`src/rtl/pulse_width_generator_pkg.sv`:
```
// Shared types and width-clamping helper for the bounded-width pulse generator.
// Imported by the generator top; the interface file is type-independent.
package pulse_width_pkg;

    typedef enum logic [1:0] {
        IDLE,
        HIGH,
        GAP
    } pw_state_e;

    typedef struct packed {
        logic [31:0] width;
        logic        out_of_range;
    } clamp_res_t;

    // Clamp a requested width into [lo, hi] and report whether it had to be moved.
    function automatic clamp_res_t clamp_width(input int unsigned value,
                                               input int unsigned lo,
                                               input int unsigned hi);
        clamp_res_t res;
        res.out_of_range = (value < lo) || (value > hi);
        if (value < lo) begin
            res.width = lo;
        end else if (value > hi) begin
            res.width = hi;
        end else begin
            res.width = value;
        end
        return res;
    endfunction

endpackage

```
`src/rtl/pulse_width_generator_if.sv`:
```
// Request/pulse bundle between a pulse requester (master) and the generator (slave).
interface pulse_width_generator_if #(
    parameter int CNT_W = 1
);
    logic             start_valid;
    logic             start_ready;
    logic [CNT_W-1:0] width_req;
    logic             expr;
    logic             busy;
    logic             done;
    logic             clamped;

    modport master (
        output start_valid,
        output width_req,
        input  start_ready,
        input  expr,
        input  busy,
        input  done,
        input  clamped
    );

    modport slave (
        input  start_valid,
        input  width_req,
        output start_ready,
        output expr,
        output busy,
        output done,
        output clamped
    );
endinterface

```
`src/rtl/pulse_width_generator.sv`:
```
// Bounded-width pulse generator: emits one pulse of clamp(width_req) cycles per accepted request,
// followed by GAP_CKS forced low cycles. Define PULSE_WIDTH_GENERATOR_ASSERT_EN for embedded SVA/covers.
//
// state | meaning
// IDLE  | ready for a request, expr low
// HIGH  | expr high, counter counts down remaining high cycles
// GAP   | expr low, counter counts down remaining gap cycles
module pulse_width_generator
    import pulse_width_pkg::*;
#(
    parameter int unsigned MIN_CKS = 1,
    parameter int unsigned MAX_CKS = 1,
    parameter int unsigned GAP_CKS = 1,
    parameter int          CNT_W   = $clog2(MAX_CKS + 1)
) (
    input  logic clk,
    input  logic reset,
    pulse_width_generator_if.slave bus
);

    // One counter serves both phases, so it must hold the larger of the two reload values.
    localparam int GAP_W = $clog2(GAP_CKS + 1);
    localparam int CTR_W = (GAP_W > CNT_W) ? GAP_W : CNT_W;

    pw_state_e  state, state_nxt;
    logic [CTR_W-1:0] cnt, cnt_nxt;
    logic       expr_q, expr_nxt;
    logic       done_q, done_nxt;
    logic       clamped_q, clamped_nxt;
    logic       accept;
    clamp_res_t cres;

    assign accept = (state == IDLE) && bus.start_valid;

    always_ff @(posedge clk) begin
        if (reset) begin
            state     <= IDLE;
            cnt       <= '0;
            expr_q    <= 1'b0;
            done_q    <= 1'b0;
            clamped_q <= 1'b0;
        end else begin
            state     <= state_nxt;
            cnt       <= cnt_nxt;
            expr_q    <= expr_nxt;
            done_q    <= done_nxt;
            clamped_q <= clamped_nxt;
        end
    end

    always_comb begin
        state_nxt   = state;
        cnt_nxt     = cnt;
        expr_nxt    = 1'b0;
        done_nxt    = 1'b0;
        clamped_nxt = 1'b0;
        cres        = clamp_width(32'(bus.width_req), MIN_CKS, MAX_CKS);
        case (state)
            IDLE: begin
                if (accept) begin
                    state_nxt   = HIGH;
                    cnt_nxt     = CTR_W'(cres.width - 32'd1);
                    expr_nxt    = 1'b1;
                    clamped_nxt = cres.out_of_range;
                end
            end
            HIGH: begin
                if (cnt == '0) begin
                    state_nxt = GAP;
                    cnt_nxt   = CTR_W'(GAP_CKS - 1);
                    done_nxt  = 1'b1;
                end else begin
                    cnt_nxt  = cnt - 1'b1;
                    expr_nxt = 1'b1;
                end
            end
            GAP: begin
                if (cnt == '0) begin
                    state_nxt = IDLE;
                end else begin
                    cnt_nxt = cnt - 1'b1;
                end
            end
            default: begin
                state_nxt = IDLE;
                cnt_nxt   = '0;
            end
        endcase
    end

    assign bus.start_ready = (state == IDLE);
    assign bus.busy        = (state != IDLE);
    assign bus.expr        = expr_q;
    assign bus.done        = done_q;
    assign bus.clamped     = clamped_q;

`ifdef PULSE_WIDTH_GENERATOR_ASSERT_EN
    logic [CNT_W-1:0] w_latched;
    logic [CNT_W:0]   run_len;

    always_ff @(posedge clk) begin
        if (reset) begin
            w_latched <= '0;
            run_len   <= '0;
        end else begin
            if (accept) begin
                w_latched <= CNT_W'(cres.width);
            end
            run_len <= expr_q ? run_len + 1'b1 : '0;
        end
    end

    // run_len holds the number of high cycles seen before the current sample.
    a_run_not_over: assert property (@(posedge clk) disable iff (reset)
        expr_q |-> (run_len < {1'b0, w_latched}));

    a_run_exact: assert property (@(posedge clk) disable iff (reset)
        ($fell(expr_q) && !$past(reset)) |-> (run_len == {1'b0, w_latched}));

    a_run_bounds: assert property (@(posedge clk) disable iff (reset)
        ($fell(expr_q) && !$past(reset)) |->
            ((32'(run_len) >= MIN_CKS) && (32'(run_len) <= MAX_CKS)));

    a_ready_low: assert property (@(posedge clk) disable iff (reset)
        bus.start_ready |-> !expr_q);

    c_min_pulse: cover property (@(posedge clk) disable iff (reset)
        $fell(expr_q) && !$past(reset) && (32'(run_len) == MIN_CKS));

    c_max_pulse: cover property (@(posedge clk) disable iff (reset)
        $fell(expr_q) && !$past(reset) && (32'(run_len) == MAX_CKS));

    c_clamped: cover property (@(posedge clk) disable iff (reset)
        clamped_q);
`endif

endmodule

```
`src/flat_wrapper.sv`:
```
// flat-port wrapper written by rule: the top's interface ports become plain ports
module pulse_width_generator_flat import pulse_width_pkg::*;
#(
    parameter int unsigned MIN_CKS = 1,
    parameter int unsigned MAX_CKS = 1,
    parameter int unsigned GAP_CKS = 1,
    parameter int          CNT_W   = $clog2(MAX_CKS + 1)
)
  (clk, reset, bus_start_valid, bus_width_req, bus_start_ready, bus_expr, bus_busy, bus_done, bus_clamped);
  pulse_width_generator_if #(.CNT_W(CNT_W)) bus_i ();
  input  logic clk;
  input  logic reset;
  input wire logic [$bits(bus_i.start_valid)-1:0] bus_start_valid;
  input wire logic [$bits(bus_i.width_req)-1:0] bus_width_req;
  output wire logic [$bits(bus_i.start_ready)-1:0] bus_start_ready;
  output wire logic [$bits(bus_i.expr)-1:0] bus_expr;
  output wire logic [$bits(bus_i.busy)-1:0] bus_busy;
  output wire logic [$bits(bus_i.done)-1:0] bus_done;
  output wire logic [$bits(bus_i.clamped)-1:0] bus_clamped;
  assign bus_i.start_valid = bus_start_valid;
  assign bus_i.width_req = bus_width_req;
  assign bus_start_ready = bus_i.start_ready;
  assign bus_expr = bus_i.expr;
  assign bus_busy = bus_i.busy;
  assign bus_done = bus_i.done;
  assign bus_clamped = bus_i.clamped;
  pulse_width_generator #(.MIN_CKS(MIN_CKS), .MAX_CKS(MAX_CKS), .GAP_CKS(GAP_CKS), .CNT_W(CNT_W)) u_core (.clk(clk), .reset(reset), .bus(bus_i));
endmodule
```
`config.mk`:
```
export PLATFORM = sky130hd
export DESIGN_NAME = pulse_width_generator_flat
export DESIGN_NICKNAME = d
export VERILOG_FILES = /design/src/rtl/pulse_width_generator_pkg.sv /design/src/rtl/pulse_width_generator_if.sv /design/src/rtl/pulse_width_generator.sv /design/src/flat_wrapper.sv
export SDC_FILE = /design/constraint.sdc
export NUM_CORES = 1
export LEC_CHECK = 0
export ABC_CLOCK_PERIOD_IN_PS = 1800
export BUFFER_PORTS_ARGS = -buffer_cell sky130_fd_sc_hd__buf_2
export CAP_MARGIN = 25
export CORE_AREA = 2 2 39 41
export CTS_CLUSTER_SIZE = 12
export DETAILED_ROUTE_END_ITERATION = 10
export DIE_AREA = 0 0 41 43
export GPL_TIMING_DRIVEN = 0
export PLACE_DENSITY = 0.33
export SLEW_MARGIN = 20
export SYNTH_ARGS = -nofsm -noshare
export SYNTH_HDL_FRONTEND = slang
export SYNTH_SLANG_ARGS = --single-unit
```
`constraint.sdc`:
```
create_clock -name clk -period 1.8 [get_ports clk]
set_input_delay 0.09 -clock clk [delete_from_list [all_inputs] [get_ports clk]]
set_output_delay 0.09 -clock clk [all_outputs]
set_load 0.01 [all_outputs]
```
==> run_results.csv <==
group,metric,value,unit
setup_path,critPathMaxStageDelay,0.34,ns
clocking,root_buffer,"clkbuf_4",
routing,detail-route-antenna-nets,0,
clocking,cts_tree,"built",
synthesis,syn_nets,16,
timing,hold_violations,0,
grt,grt_max_degree,6,
timing,fin_ws,0.664,ns
synthesis,ys_types,7,
clocking,cts_hold_buf,0,
timing,setup_violations,0,
routing,drcViolationCount,0,
placed_design,portBuffers,8,
clocking,post_cts_buffers,0,
clocking,clock_latency,0.24,ns
synthesis,syn-instance-count,12,
worst_hold_path,hp-start,"reset",
setup_path,r2r_end,"u_core.bus.clamped",
timing,slew_viol_final,0,
placed_design,gp_congestion,0.437,
routing,drt_iter0_markers,4,
floorplan,die_w,41,um
timing,worstMarginPinSlew,0.268,ns
layout,diodes,0,
timing,max_freq,880,MHz
layout,area_delta_synth_final,54.8,%
timing,min_period_over_period,63.1,%
worst_hold_path,hold_path.class,"primary input to flip-flop",
grt,grt_pass1_vias,111,
power_and_ir_drop,leakage,0.112,nW
layout,mostFrequentLayoutCells,"buf_2, dfxtp_1, clkbuf_4",
routing,vias,131,
routing,vias_per_cell,3.28,
timing,min_period,1.14,ns
timing,fin_setup_tns,0,ns
setup_path,critPathArrivalTime,1.05,ns
floorplan,dieArea,1760,sq um
floorplan,io_pins,9,
worst_hold_path,holdPathEnd,"u_core.bus.done",
floorplan,die_height,43,um
setup_path,crit_slowest_cell,"dfxtp_1",
setup_path,start_kind,"flip-flop",
grt,grt_pass1_wl,420,um
layout,final_common_cell,"buf_2",
clocking,cts_buffers,3,
grt,grt.overflow.total,0,
power_and_ir_drop,powerDensity,1110,nW/um^2
outcome,outcome,"completed",
setup_path,end_kind,"output port",
floorplan,row_count,14,
timing,fin_skew,0.000465,ns
grt,grt.total_usage,4.52,%
run,max_cap_violations,0,
clocking,clk_path_buf_depth,2,
clocking,h-tree-depth,1,
setup_path,worstPathCellList,"or2_2, inv_1, buf_2",
floorplan,start_util,11.4,%
placed_design,pre_cts_ws,0.886,ns
setup_path,critPathKind,"flip-flop to output port",
clocking,clk_pin_slew_worst_paths,0.04,ns
synthesis,synth_area,158,sq um
routing,drt-total-wl,290,um
synthesis,syn_avg_cell_area,13.1,sq um
worst_hold_path,hold_depth,2,
synthesis,yosysSeqAreaShare,63.5,%
setup_path,cp.required,1.71,ns
power_and_ir_drop,finalPower,0.000270,W
synthesis,ys_warn_count,0,
setup_path,rr_worst_depth,2,
layout,drive_gt1_share,58.3,%
layout,nNetsFinal,29,
routing,drtPass1Iterations,2,
timing,slew_headroom,82.1,%
synthesis,yosys_register_bits,5,
routing,wire_per_inst,7.25,um
grt,antenna_found_initial,0,
setup_path,crit_fanout,5,
clocking,cts_resized,0,
setup_path,r2r-start,"u_core.state[0]",
floorplan,core,1380,sq um
clocking,clock-sinks,5,
setup_path,rrSetupSlack,0.90,ns
power_and_ir_drop,ir_worst_vdd,276,uV
timing,rsz0062_at_grt,"false",
==> registers in the layout, indices dropped and copies added (netlist names) <==
register	count
u_core.bus.done	1
u_core.bus.clamped	1
u_core.bus.expr	1
u_core.state	2
==> metal layers <==
metal  track usage, %  routed length, um
met5                0                  0
met4             4.00                  0
met3             6.28                 63
met2             4.38                101
met1             4.19                126
==> cell type report <==
cell class	count	area, sq um
Timing Repair Buffer	8	40.0
Inverter	1	3.75
Tap cell	16	20.0
Multi-Input combinational cell	6	53.8
Sequential cell	5	100
Fill cell	161	1140
Clock buffer	4	26.3
==> power breakdown <==
| group | internal, W | total, W | leakage [nW] | switching [W] |
|---|---|---|---|---|
| registers | 0.000117 | 0.000120 | 0.0411 | 0.00000339 |
| logic | 0.0000127 | 0.0000231 | 0.0562 | 0.0000104 |
| clock network | 0.0000836 | 0.000127 | 0.0150 | 0.0000432 |
==> critical path, delay by kind of cell, from the launching register on <==
family | cells | cell delay [ns]
flip-flops | 1 | 0.34
AND/OR/NAND/NOR | 1 | 0.31
buffers and inverters | 2 | 0.16
==> how the worst max path moves through the flow <==
stage | startpoint | endpoint | slack (ns) | cells after the start
CTS | u_core.state[0] | bus_start_ready | 0.65 | 3
global route | u_core.state[0] | bus_start_ready | 0.59 | 3
global placement | u_core.state[0] | bus_start_ready | 0.91 | 3
floorplan | u_core.state[0] | bus_start_ready | 0.96 | 2
detailed placement | u_core.state[0] | u_core.bus.clamped | 0.89 | 2
finish | u_core.state[0] | bus_start_ready | 0.66 | 3
==> per-stage QoR <==
stage                     util [%]  hold WS [ns]  instance area [sq um]  std cells
after floorplan                  -         0.166                    158         12
after CTS                     17.6        0.0581                    244         40
after global routing          17.6        0.0617                    244         40
final                         17.6        0.0727                    244         40
after global placement        15.7         0.316                    218         36
after detailed placement      15.7         0.317                    218         36
==> kinds of logic after synthesis <==
family | synth area share (%)
simple gates | 34.1
flops | 63.5
buf+inv | 2.38
==> Yosys cell counts <==
cell type,count,area share (%)
dfxtp_1,5,63
or2_2,1,4.0
nor3b_1,2,9.5
nor4b_2,1,9.5
inv_1,1,2.4
nor4b_1,1,5.6
and2b_2,1,5.6
Note: power is estimated with default switching activity, not from simulation.
